File: config.mk
export PLATFORM = sky130hd
export DESIGN_NAME = ldst_replay_ctrl_flat
export DESIGN_NICKNAME = d
export VERILOG_FILES = /design/src/rtl/ldst_replay_ctrl_if.sv /design/src/rtl/ldst_replay_ctrl.sv /design/src/flat_wrapper.sv
export SDC_FILE = /design/constraint.sdc
export NUM_CORES = 1
export LEC_CHECK = 0
export ABC_CLOCK_PERIOD_IN_PS = 2300
export BUFFER_PORTS_ARGS = -buffer_cell sky130_fd_sc_hd__clkbuf_2
export CAP_MARGIN = 20
export CORE_MARGIN = 2
export CORE_UTILIZATION = 41
export DETAILED_ROUTE_END_ITERATION = 10
export PLACE_DENSITY = 0.78
export SYNTH_ARGS = -nofsm -noshare
export SYNTH_HDL_FRONTEND = slang
export SYNTH_SLANG_ARGS = --single-unit
File: constraint.sdc
create_clock -name clk -period 2.3 [get_ports clk]
set_input_delay 0.345 -clock clk [delete_from_list [all_inputs] [get_ports clk]]
set_output_delay 0.345 -clock clk [all_outputs]
set_load 0.02 [all_outputs]
File: src/rtl/ldst_replay_ctrl_if.sv
// Request, bank-match and status bundle between the issue/setup side and the
// ld/st replay controller.
interface ldst_replay_ctrl_if #(
  parameter int SP_PER_MP     = 8,
  parameter int NUM_BANKS     = SP_PER_MP,
  parameter int CONTROL_WIDTH = 17,
  parameter int CNT_WIDTH     = $clog2(SP_PER_MP) + 1
);
  logic                            start;
  logic [SP_PER_MP-1:0]            mask_in;
  logic [CONTROL_WIDTH-1:0]        control_in;
  logic [NUM_BANKS*SP_PER_MP-1:0]  match_in;
  logic                            mem_ready;
  logic [SP_PER_MP-1:0]            cur_mask;
  logic [CONTROL_WIDTH-1:0]        control_out;
  logic [NUM_BANKS-1:0]            bank_en;
  logic [SP_PER_MP-1:0]            serviced;
  logic                            busy;
  logic                            done;
  logic                            err;
  logic [CNT_WIDTH-1:0]            pass_count;

  modport master (
    output start, mask_in, control_in, match_in, mem_ready,
    input  cur_mask, control_out, bank_en, serviced, busy, done, err, pass_count
  );

  modport slave (
    input  start, mask_in, control_in, match_in, mem_ready,
    output cur_mask, control_out, bank_en, serviced, busy, done, err, pass_count
  );
endinterface

File: src/rtl/ldst_replay_ctrl.sv
// Replays a warp ld/st across the L1 banks, granting the lowest matching SP per
// bank each pass until every enabled thread has been serviced.
module ldst_replay_ctrl #(
  parameter int SP_PER_MP     = 8,
  parameter int NUM_BANKS     = SP_PER_MP,
  parameter int CONTROL_WIDTH = 17,
  parameter int CNT_WIDTH     = $clog2(SP_PER_MP) + 1
) (
  input  logic               clk,
  input  logic               rst,
  ldst_replay_ctrl_if.slave  bus
);

  localparam logic [0:0] IDLE   = 1'b0;
  localparam logic [0:0] ACTIVE = 1'b1;
  localparam int LD_BIT = 15;
  localparam int ST_BIT = 16;
  localparam logic [CNT_WIDTH-1:0] CNT_MAX = {CNT_WIDTH{1'b1}};
  localparam logic [SP_PER_MP-1:0] ONE_SP  = {{(SP_PER_MP-1){1'b0}}, 1'b1};

  logic [0:0]               state_q,      state_d;
  logic [SP_PER_MP-1:0]     cur_mask_q,   cur_mask_d;
  logic [CONTROL_WIDTH-1:0] control_q,    control_d;
  logic [CNT_WIDTH-1:0]     pass_count_q, pass_count_d;
  logic                     done_q,       done_d;
  logic                     err_q,        err_d;

  logic [SP_PER_MP-1:0]     bank_match_s;
  logic [SP_PER_MP-1:0]     bank_grant_s;
  logic [SP_PER_MP-1:0]     serviced_s;
  logic [NUM_BANKS-1:0]     bank_en_s;
  logic [SP_PER_MP-1:0]     remaining_s;
  logic                     req_valid_s;

  // Per-bank lowest-index grant; m & (~m + 1) isolates the lowest set bit.
  always_comb begin
    bank_match_s = '0;
    bank_grant_s = '0;
    serviced_s   = '0;
    bank_en_s    = '0;
    for (int b = 0; b < NUM_BANKS; b++) begin
      bank_match_s = bus.match_in[b*SP_PER_MP +: SP_PER_MP] & cur_mask_q;
      bank_grant_s = bank_match_s & (~bank_match_s + ONE_SP);
      if ((state_q == ACTIVE) && bus.mem_ready) begin
        serviced_s   = serviced_s | bank_grant_s;
        bank_en_s[b] = |bank_match_s;
      end else begin
        serviced_s   = serviced_s;
        bank_en_s[b] = 1'b0;
      end
    end
  end

  assign remaining_s = cur_mask_q & ~serviced_s;
  assign req_valid_s = (bus.mask_in != '0) &&
                       (bus.control_in[LD_BIT] || bus.control_in[ST_BIT]);

  // Next-state logic for request acceptance, replay passes and abort.
  always_comb begin
    state_d      = state_q;
    cur_mask_d   = cur_mask_q;
    control_d    = control_q;
    pass_count_d = pass_count_q;
    done_d       = 1'b0;
    err_d        = 1'b0;
    case (state_q)
      IDLE: begin
        if (bus.start) begin
          pass_count_d = '0;
          if (req_valid_s) begin
            cur_mask_d = bus.mask_in;
            control_d  = bus.control_in;
            state_d    = ACTIVE;
          end else begin
            done_d = 1'b1;
          end
        end else begin
          state_d = IDLE;
        end
      end
      ACTIVE: begin
        if (!bus.mem_ready) begin
          state_d = ACTIVE;
        end else if (serviced_s != '0) begin
          cur_mask_d   = remaining_s;
          pass_count_d = (pass_count_q == CNT_MAX) ? pass_count_q
                                                   : pass_count_q + {{(CNT_WIDTH-1){1'b0}}, 1'b1};
          if (remaining_s == '0) begin
            done_d  = 1'b1;
            state_d = IDLE;
          end else begin
            state_d = ACTIVE;
          end
        end else begin
          // Threads remain but no bank claims them: nothing can make progress.
          err_d      = 1'b1;
          done_d     = 1'b1;
          cur_mask_d = '0;
          state_d    = IDLE;
        end
      end
      default: begin
        state_d    = IDLE;
        cur_mask_d = '0;
      end
    endcase
  end

  // State and output registers; reset aborts any request silently.
  always_ff @(posedge clk or posedge rst) begin
    if (rst) begin
      state_q      <= IDLE;
      cur_mask_q   <= '0;
      control_q    <= '0;
      pass_count_q <= '0;
      done_q       <= 1'b0;
      err_q        <= 1'b0;
    end else begin
      state_q      <= state_d;
      cur_mask_q   <= cur_mask_d;
      control_q    <= control_d;
      pass_count_q <= pass_count_d;
      done_q       <= done_d;
      err_q        <= err_d;
    end
  end

  assign bus.cur_mask    = cur_mask_q;
  assign bus.control_out = control_q;
  assign bus.bank_en     = bank_en_s;
  assign bus.serviced    = serviced_s;
  assign bus.busy        = (state_q == ACTIVE);
  assign bus.done        = done_q;
  assign bus.err         = err_q;
  assign bus.pass_count  = pass_count_q;

endmodule

File: src/flat_wrapper.sv
// flat-port wrapper written by rule: the top's interface ports become plain ports
module ldst_replay_ctrl_flat 
#(
  parameter int SP_PER_MP     = 8,
  parameter int NUM_BANKS     = SP_PER_MP,
  parameter int CONTROL_WIDTH = 17,
  parameter int CNT_WIDTH     = $clog2(SP_PER_MP) + 1
)
  (clk, rst, bus_start, bus_mask_in, bus_control_in, bus_match_in, bus_mem_ready, bus_cur_mask, bus_control_out, bus_bank_en, bus_serviced, bus_busy, bus_done, bus_err, bus_pass_count);
  ldst_replay_ctrl_if #(.SP_PER_MP(SP_PER_MP), .NUM_BANKS(NUM_BANKS), .CONTROL_WIDTH(CONTROL_WIDTH), .CNT_WIDTH(CNT_WIDTH)) bus_i ();
  input  logic clk;
  input  logic rst;
  input wire logic [$bits(bus_i.start)-1:0] bus_start;
  input wire logic [$bits(bus_i.mask_in)-1:0] bus_mask_in;
  input wire logic [$bits(bus_i.control_in)-1:0] bus_control_in;
  input wire logic [$bits(bus_i.match_in)-1:0] bus_match_in;
  input wire logic [$bits(bus_i.mem_ready)-1:0] bus_mem_ready;
  output wire logic [$bits(bus_i.cur_mask)-1:0] bus_cur_mask;
  output wire logic [$bits(bus_i.control_out)-1:0] bus_control_out;
  output wire logic [$bits(bus_i.bank_en)-1:0] bus_bank_en;
  output wire logic [$bits(bus_i.serviced)-1:0] bus_serviced;
  output wire logic [$bits(bus_i.busy)-1:0] bus_busy;
  output wire logic [$bits(bus_i.done)-1:0] bus_done;
  output wire logic [$bits(bus_i.err)-1:0] bus_err;
  output wire logic [$bits(bus_i.pass_count)-1:0] bus_pass_count;
  assign bus_i.start = bus_start;
  assign bus_i.mask_in = bus_mask_in;
  assign bus_i.control_in = bus_control_in;
  assign bus_i.match_in = bus_match_in;
  assign bus_i.mem_ready = bus_mem_ready;
  assign bus_cur_mask = bus_i.cur_mask;
  assign bus_control_out = bus_i.control_out;
  assign bus_bank_en = bus_i.bank_en;
  assign bus_serviced = bus_i.serviced;
  assign bus_busy = bus_i.busy;
  assign bus_done = bus_i.done;
  assign bus_err = bus_i.err;
  assign bus_pass_count = bus_i.pass_count;
  ldst_replay_ctrl #(.SP_PER_MP(SP_PER_MP), .NUM_BANKS(NUM_BANKS), .CONTROL_WIDTH(CONTROL_WIDTH), .CNT_WIDTH(CNT_WIDTH)) u_core (.clk(clk), .rst(rst), .bus(bus_i));
endmodule
# Word level (Yosys, flattened, before mapping)
# Index checks and enable logic that the tools add are counted.
# op_classes
addsub	9
n_eq_ne	6
mux	41
n_bitwise	34
n_reduce_logical	17
# ops
operator	n
8-bit AND	17
8-bit two-way mux	12
8-bit NOT	9
8-bit by 1-bit adder with 8-bit output, second input constant	8
8-bit OR reduction	8
8-bit OR	7
1-bit two-way mux	21
4-bit two-way mux	4
8-bit case mux with 2 select lines	1
8-bit nonzero test	2
8-bit zero test	1
2-bit != test, second input constant	4
4-bit case mux with 2 select lines	1
3-bit AND reduction	2
4-bit by 1-bit adder with 4-bit output, second input constant	1
4-bit equality test, second input constant	1
1-bit case mux with 2 select lines	2
4-bit AND reduction	1
1-bit logical AND	2
2-bit by 1-bit != test with 1-bit output, second input constant	1
1-bit logical OR	1
1-bit NOT	1
# word_totals
ff_bits	32
in_bits	93
output_inout_bits	48
word_cells	113

# Longest topological paths before layout
# logic_depth
depth_word	26
mapped_depth	11
mapped_depth_nobuf	8

# Worst setup path after synthesis
# OpenSTA, ideal clock, no wires.
# synth_path
kind	reg2reg
from	reg u_core.cur_mask_q[2] (netlist: u_core.bus.cur_mask[2])
to	reg u_core.cur_mask_q[2] (netlist: u_core.bus.cur_mask[2])
setup_time_ps	121
t_arrival_ps	2684
required_time_ps	2179
setup_slack_ps	-505
path_stages_with_launch	11
path_buffers	2
synth_period_minus_slack_ps	2805
path_cell_list	dfrtp_1 buf_4 a222oi_1 nand2_1 o22ai_1 o41a_1 or4_4 nor4_4 buf_6 o22ai_1 a22o_1
# synth_between
word_cells_on_any_way	53
cone_classes	add/sub: 8; mux: 11; bitwise: 33; reduce/logical: 1
# synth_lines
element	line	text
start, declared	ldst_replay_ctrl.sv:22	logic [SP_PER_MP-1:0] cur_mask_q, cur_mask_d;
start signal, assigned	ldst_replay_ctrl.sv:120	cur_mask_q <= cur_mask_d;
8-bit AND	ldst_replay_ctrl.sv:42	bank_match_s = bus.match_in[b*SP_PER_MP +: SP_PER_MP] & cur_mask_q;
8-bit NOT	ldst_replay_ctrl.sv:43	bank_grant_s = bank_match_s & (~bank_match_s + ONE_SP);
8-bit by 1-bit adder with 8-bit output	ldst_replay_ctrl.sv:43	
8-bit AND	ldst_replay_ctrl.sv:43	
8-bit two-way mux	ldst_replay_ctrl.sv:44	if ((state_q == ACTIVE) && bus.mem_ready) begin
8-bit OR	ldst_replay_ctrl.sv:45	serviced_s = serviced_s | bank_grant_s;
8-bit two-way mux	ldst_replay_ctrl.sv:44	
8-bit OR	ldst_replay_ctrl.sv:45	
[8 not listed]	n/a	
8-bit two-way mux	ldst_replay_ctrl.sv:44	
8-bit OR	ldst_replay_ctrl.sv:45	
8-bit two-way mux *	ldst_replay_ctrl.sv:44	
via bus_serviced[4]	flat_wrapper.sv:21	output wire logic [$bits(bus_i.serviced)-1:0] bus_serviced;
8-bit nonzero test *	ldst_replay_ctrl.sv:84	end else if (serviced_s != '0) begin
8-bit two-way mux *	ldst_replay_ctrl.sv:84	
8-bit two-way mux *	ldst_replay_ctrl.sv:82	if (!bus.mem_ready) begin
8-bit case mux with 2 select lines *	ldst_replay_ctrl.sv:66	case (state_q)
# Mark *: on every way through the listed nets, which the timed path passes. The rest lies on a longest branch. The select of a mux whose other input is x is not followed.
# A chain may end at the register's enable or synchronous reset.

# Final worst setup path
# layout_path
from	reg u_core.cur_mask_q[1] (netlist: u_core.bus.cur_mask[1])
to	reg u_core.pass_count_q[3] (netlist: u_core.bus.pass_count[3])
# layout_between
elab_chain_cells	22
word_cells_on_any_way	50
cone_classes	add/sub: 8; eq/ne: 1; mux: 8; bitwise: 31; reduce/logical: 2
# layout_lines
element	line	text
8-bit AND	ldst_replay_ctrl.sv:42	
8-bit NOT	ldst_replay_ctrl.sv:43	
8-bit by 1-bit adder with 8-bit output	ldst_replay_ctrl.sv:43	
8-bit AND	ldst_replay_ctrl.sv:43	
8-bit two-way mux	ldst_replay_ctrl.sv:44	
8-bit OR	ldst_replay_ctrl.sv:45	
8-bit two-way mux	ldst_replay_ctrl.sv:44	
8-bit OR	ldst_replay_ctrl.sv:45	
[6 not listed]	n/a	
8-bit two-way mux	ldst_replay_ctrl.sv:44	
8-bit OR	ldst_replay_ctrl.sv:45	
8-bit two-way mux	ldst_replay_ctrl.sv:44	
8-bit OR	ldst_replay_ctrl.sv:45	
8-bit two-way mux *	ldst_replay_ctrl.sv:44	
8-bit nonzero test *	ldst_replay_ctrl.sv:84	
2-bit != test (no line) *	n/a	
4-bit AND reduction (no line) *	n/a	
end signal, assigned	ldst_replay_ctrl.sv:122	pass_count_q <= pass_count_d;
end, declared	ldst_replay_ctrl.sv:24	logic [CNT_WIDTH-1:0] pass_count_q, pass_count_d;
# Every way passes the cells marked *; elsewhere a longest branch is shown, timed or not.

==> flow_metrics.env <==
export IMPL_status="finished, violations left"
export IMPL_failed_checks="negative setup slack"
export IMPL_cts_sinks=32
export IMPL_setup_viol=27
export IMPL_grt_overflow=0
export IMPL_relSlewSlack=0.546
export IMPL_root_buffer="clkbuf_8"
export IMPL_rsz0062_at_grt="true"
export IMPL_dr_pass1_iters=8
export IMPL_path_cells="buf_6, a222oi_1, buf_4, nand4_1, o21ai_1, o311ai_4, inv_2, buf_12, nor4_4, or4b_1, o211a_1"
export IMPL_fmax_ghz=0.351
export IMPL_cts_max_level=2
export IMPL_synth_flop_cell="dfrtp_1"
export IMPL_syn_avg_cell_area_um2=8.75
export IMPL_fin_area_mm2=0.00462
export IMPL_boundaryPins=141
export IMPL_critPathCaptureType="register"
export IMPL_final_common_cell="clkbuf_2"
export IMPL_drv_cap=0
export IMPL_ys_seq_elements=32
export IMPL_dpl_hpwl_um=7940
export IMPL_num_rows=28
export IMPL_fin_setup_tns_ns=-9.68
export IMPL_leakagePower_nw=2.34
export IMPL_cts_tree="done"
export IMPL_startpoint_type="register"
export IMPL_vias=3712
export IMPL_internal_power_mw=3.52
export IMPL_die_y_um=82.4
export IMPL_finalNonFillerCells=614
export IMPL_die_area_mm2=0.00679
export IMPL_ant_nets=0
export IMPL_grt_pass1_wl_um=16100
export IMPL_synth_seq_area_share=0.318
export IMPL_ys_warn_count=0
export IMPL_slew_viol_final=0
export IMPL_pwr_share_clk=0.081
export IMPL_clockBufferDepth=2
export IMPL_powerDensity_mw_per_mm2=1400
export IMPL_crit_type="register to register"
export IMPL_die_w_um=82.4
export IMPL_p_comb_frac=0.746
export IMPL_switching_share=0.458
export IMPL_place_inst=577
export IMPL_route_detailed_drc=0
export IMPL_min_path_type="input port to asynchronous set/reset pin"
export IMPL_yosysUniqueCellTypes=51
export IMPL_clkTransAtPathRegs_ns=0.07
export IMPL_cp_required_ns=2.47
export IMPL_wl_per_cell_um=18.4
export IMPL_synth_nets=382
export IMPL_worst_slack_ns=-0.549
export IMPL_seq_power_share=0.173
export IMPL_fin_nets=632
export IMPL_start_util=0.426
export IMPL_crit_fanout=6
export IMPL_io_buffers=140
export IMPL_worst_pin_slew_ns=0.682
export IMPL_layout_common_cells="clkbuf_2, buf_4, nand2_1"
export IMPL_clk_latency_ns=0.28
export IMPL_p_sw_mw=2.98
export IMPL_syn_area_mm2=0.00252
export IMPL_grt_max_degree=33
export IMPL_antenna_found_initial=0
export IMPL_cp_slowest_stage_delay_ns=0.54
export IMPL_finalCritPeriodShare=1.24
export IMPL_min_period_ns=2.85
export IMPL_drive_gt1_frac=0.614
export IMPL_irDropWorstVdd_mv=0.927
export IMPL_place_gp_congestion=0.936
export IMPL_grt_pass1_vias=3535
export IMPL_syn2layout_area_growth_pct=83.5
export IMPL_fill_cells=409
export IMPL_wl_um=11300
export IMPL_hold_viol_final=0
export IMPL_synth_edff_count=0
export IMPL_grt_usage=0.311
export IMPL_r2r_start="u_core.bus.cur_mask[1]"
export IMPL_async_flop_share=1.00
export IMPL_drt_iter0_drc=415
export IMPL_power_mw=6.49
export IMPL_synthCells=288
export IMPL_antenna_diode_count=0
export IMPL_finClkSkew_ns=0.00284
export IMPL_place_ws_ns=-0.744
export IMPL_cts_inserted_buffers=5
export IMPL_critPathLaunch="u_core.bus.cur_mask[1]"
export IMPL_cp_arrival_ns=3.02
export IMPL_postCtsHoldBufs=0
export IMPL_core_area_mm2=0.00592
export IMPL_drt_vias_per_instance=6.05
export IMPL_post_dp_cell_area_mm2=0.00388
export IMPL_crit_slowest_cell="a222oi_1"
==> area by class of cell <==
cell class                 count  area [µm²]  share of cell area
timing repair buffer         260        1780               0.385
inverter                      13        50.0              0.0108
multi-input combinational    226        1790               0.386
tap                           75        93.8              0.0203
sequential                    32         806               0.174
clock buffer                   6        72.6              0.0157
clock inverter                 2        35.0             0.00758
==> stage by stage <==
step                utilization  hold slack, ns
floorplan                     -           0.461
global placement          0.656           0.421
detailed placement        0.656           0.428
CTS                       0.760           0.122
global route              0.781           0.158
finish                    0.781           0.118
==> cells in the mapped netlist, types with 2 or more instances <==
cell type  instances  share of area
a22o_1            12          0.042
clkbuf_8           2          0.011
o21ai_0            5         0.0099
o311a_2            2         0.0089
a21oi_1           10          0.020
o311ai_0           2         0.0070
buf_6              7          0.031
or4_1              2         0.0060
o2111ai_1          3          0.010
mux2i_1            2         0.0079
buf_2              2         0.0040
nand2b_1           7          0.017
nand3_1            2         0.0040
a22oi_1           19          0.057
nor2_1             9          0.013
o22ai_1           14          0.035
a222oi_1          11          0.044
mux2_2            17          0.076
buf_4              4          0.012
inv_1             12          0.018
and3_1             7          0.017
nand2_1           52          0.077
a211oi_1           2         0.0060
nor4_1             6          0.015
dfrtp_1           32           0.32
nand4_1           19          0.047
a21boi_0           2         0.0060
==> registers in the layout, indices dropped and copies added, names as in the netlist <==
name                    cells
u_core.bus.busy             1
u_core.bus.control_out     17
u_core.bus.cur_mask         8
u_core.bus.done             1
u_core.bus.err              1
u_core.bus.pass_count       4
==> power by group through the flow <==
| stage | Sequential (mW) | Combinational (mW) | Clock, mW |
|---|---|---|---|
| after detailed placement | 1.17 | 3.61 | 0 |
| final | 1.12 | 4.85 | 0.526 |
| after global placement | 1.15 | 3.53 | 0 |
| after floorplan | 1.39 | 1.90 | 0 |
| after CTS | 1.11 | 4.49 | 0.533 |
| after global routing | 1.16 | 5.12 | 0.556 |
==> worst paths after layout <==
| path | end | slack, ns | cells past startpoint |
|---|---|---|---|
| min in group clk | u_core.bus.control_out[7] | 0.29 | 2 |
| max reg2reg | u_core.bus.pass_count[3] | -0.55 | 11 |
| min | u_core.bus.control_out[7] | 0.12 | 3 |
| min reg2reg | u_core.bus.control_out[4] | 0.51 | 1 |
| max | u_core.bus.pass_count[3] | -0.55 | 11 |
| max in group asynchronous | u_core.bus.cur_mask[1] | 1.87 | 3 |
==> layer usage <==
| layer | global-route usage | part of all wire | vias up |
|---|---|---|---|
| li1 | - | - | 1639 |
| met1 | 0.373 | 0.37 | 1741 |
| met2 | 0.527 | 0.49 | 284 |
| met3 | 0.0652 | 0.10 | 48 |
| met4 | 0.155 | 0.042 | 0 |
| met5 | 0 | 0 | - |
==> repair_timing <==
action                                  in CTS  in global routing
buffers inserted                            31                  4
endpoints found under the setup margin      26                 28
pin swaps                                   39                 22
cloned                                       0                  0
resized for setup                           72                 36
hold endpoints to repair                     0                  0
==> critical path: cells and delay by family (launching register included) <==
family	cells	cell delay, ns
AOI/OAI and AO/OA	4	1.04
buffers and inverters	4	0.61
DFF	1	0.47
and+or+nand+nor	3	0.62
==> logic make-up after synthesis <==
family / synth area share
buffers and inverters: 0.0804
DFF: 0.318
muxes: 0.0839
and+or+nand+nor: 0.228
adders and majority gates: 0.00496
AOI/OAI and AO/OA: 0.285
(Power assumes the default switching activity.)
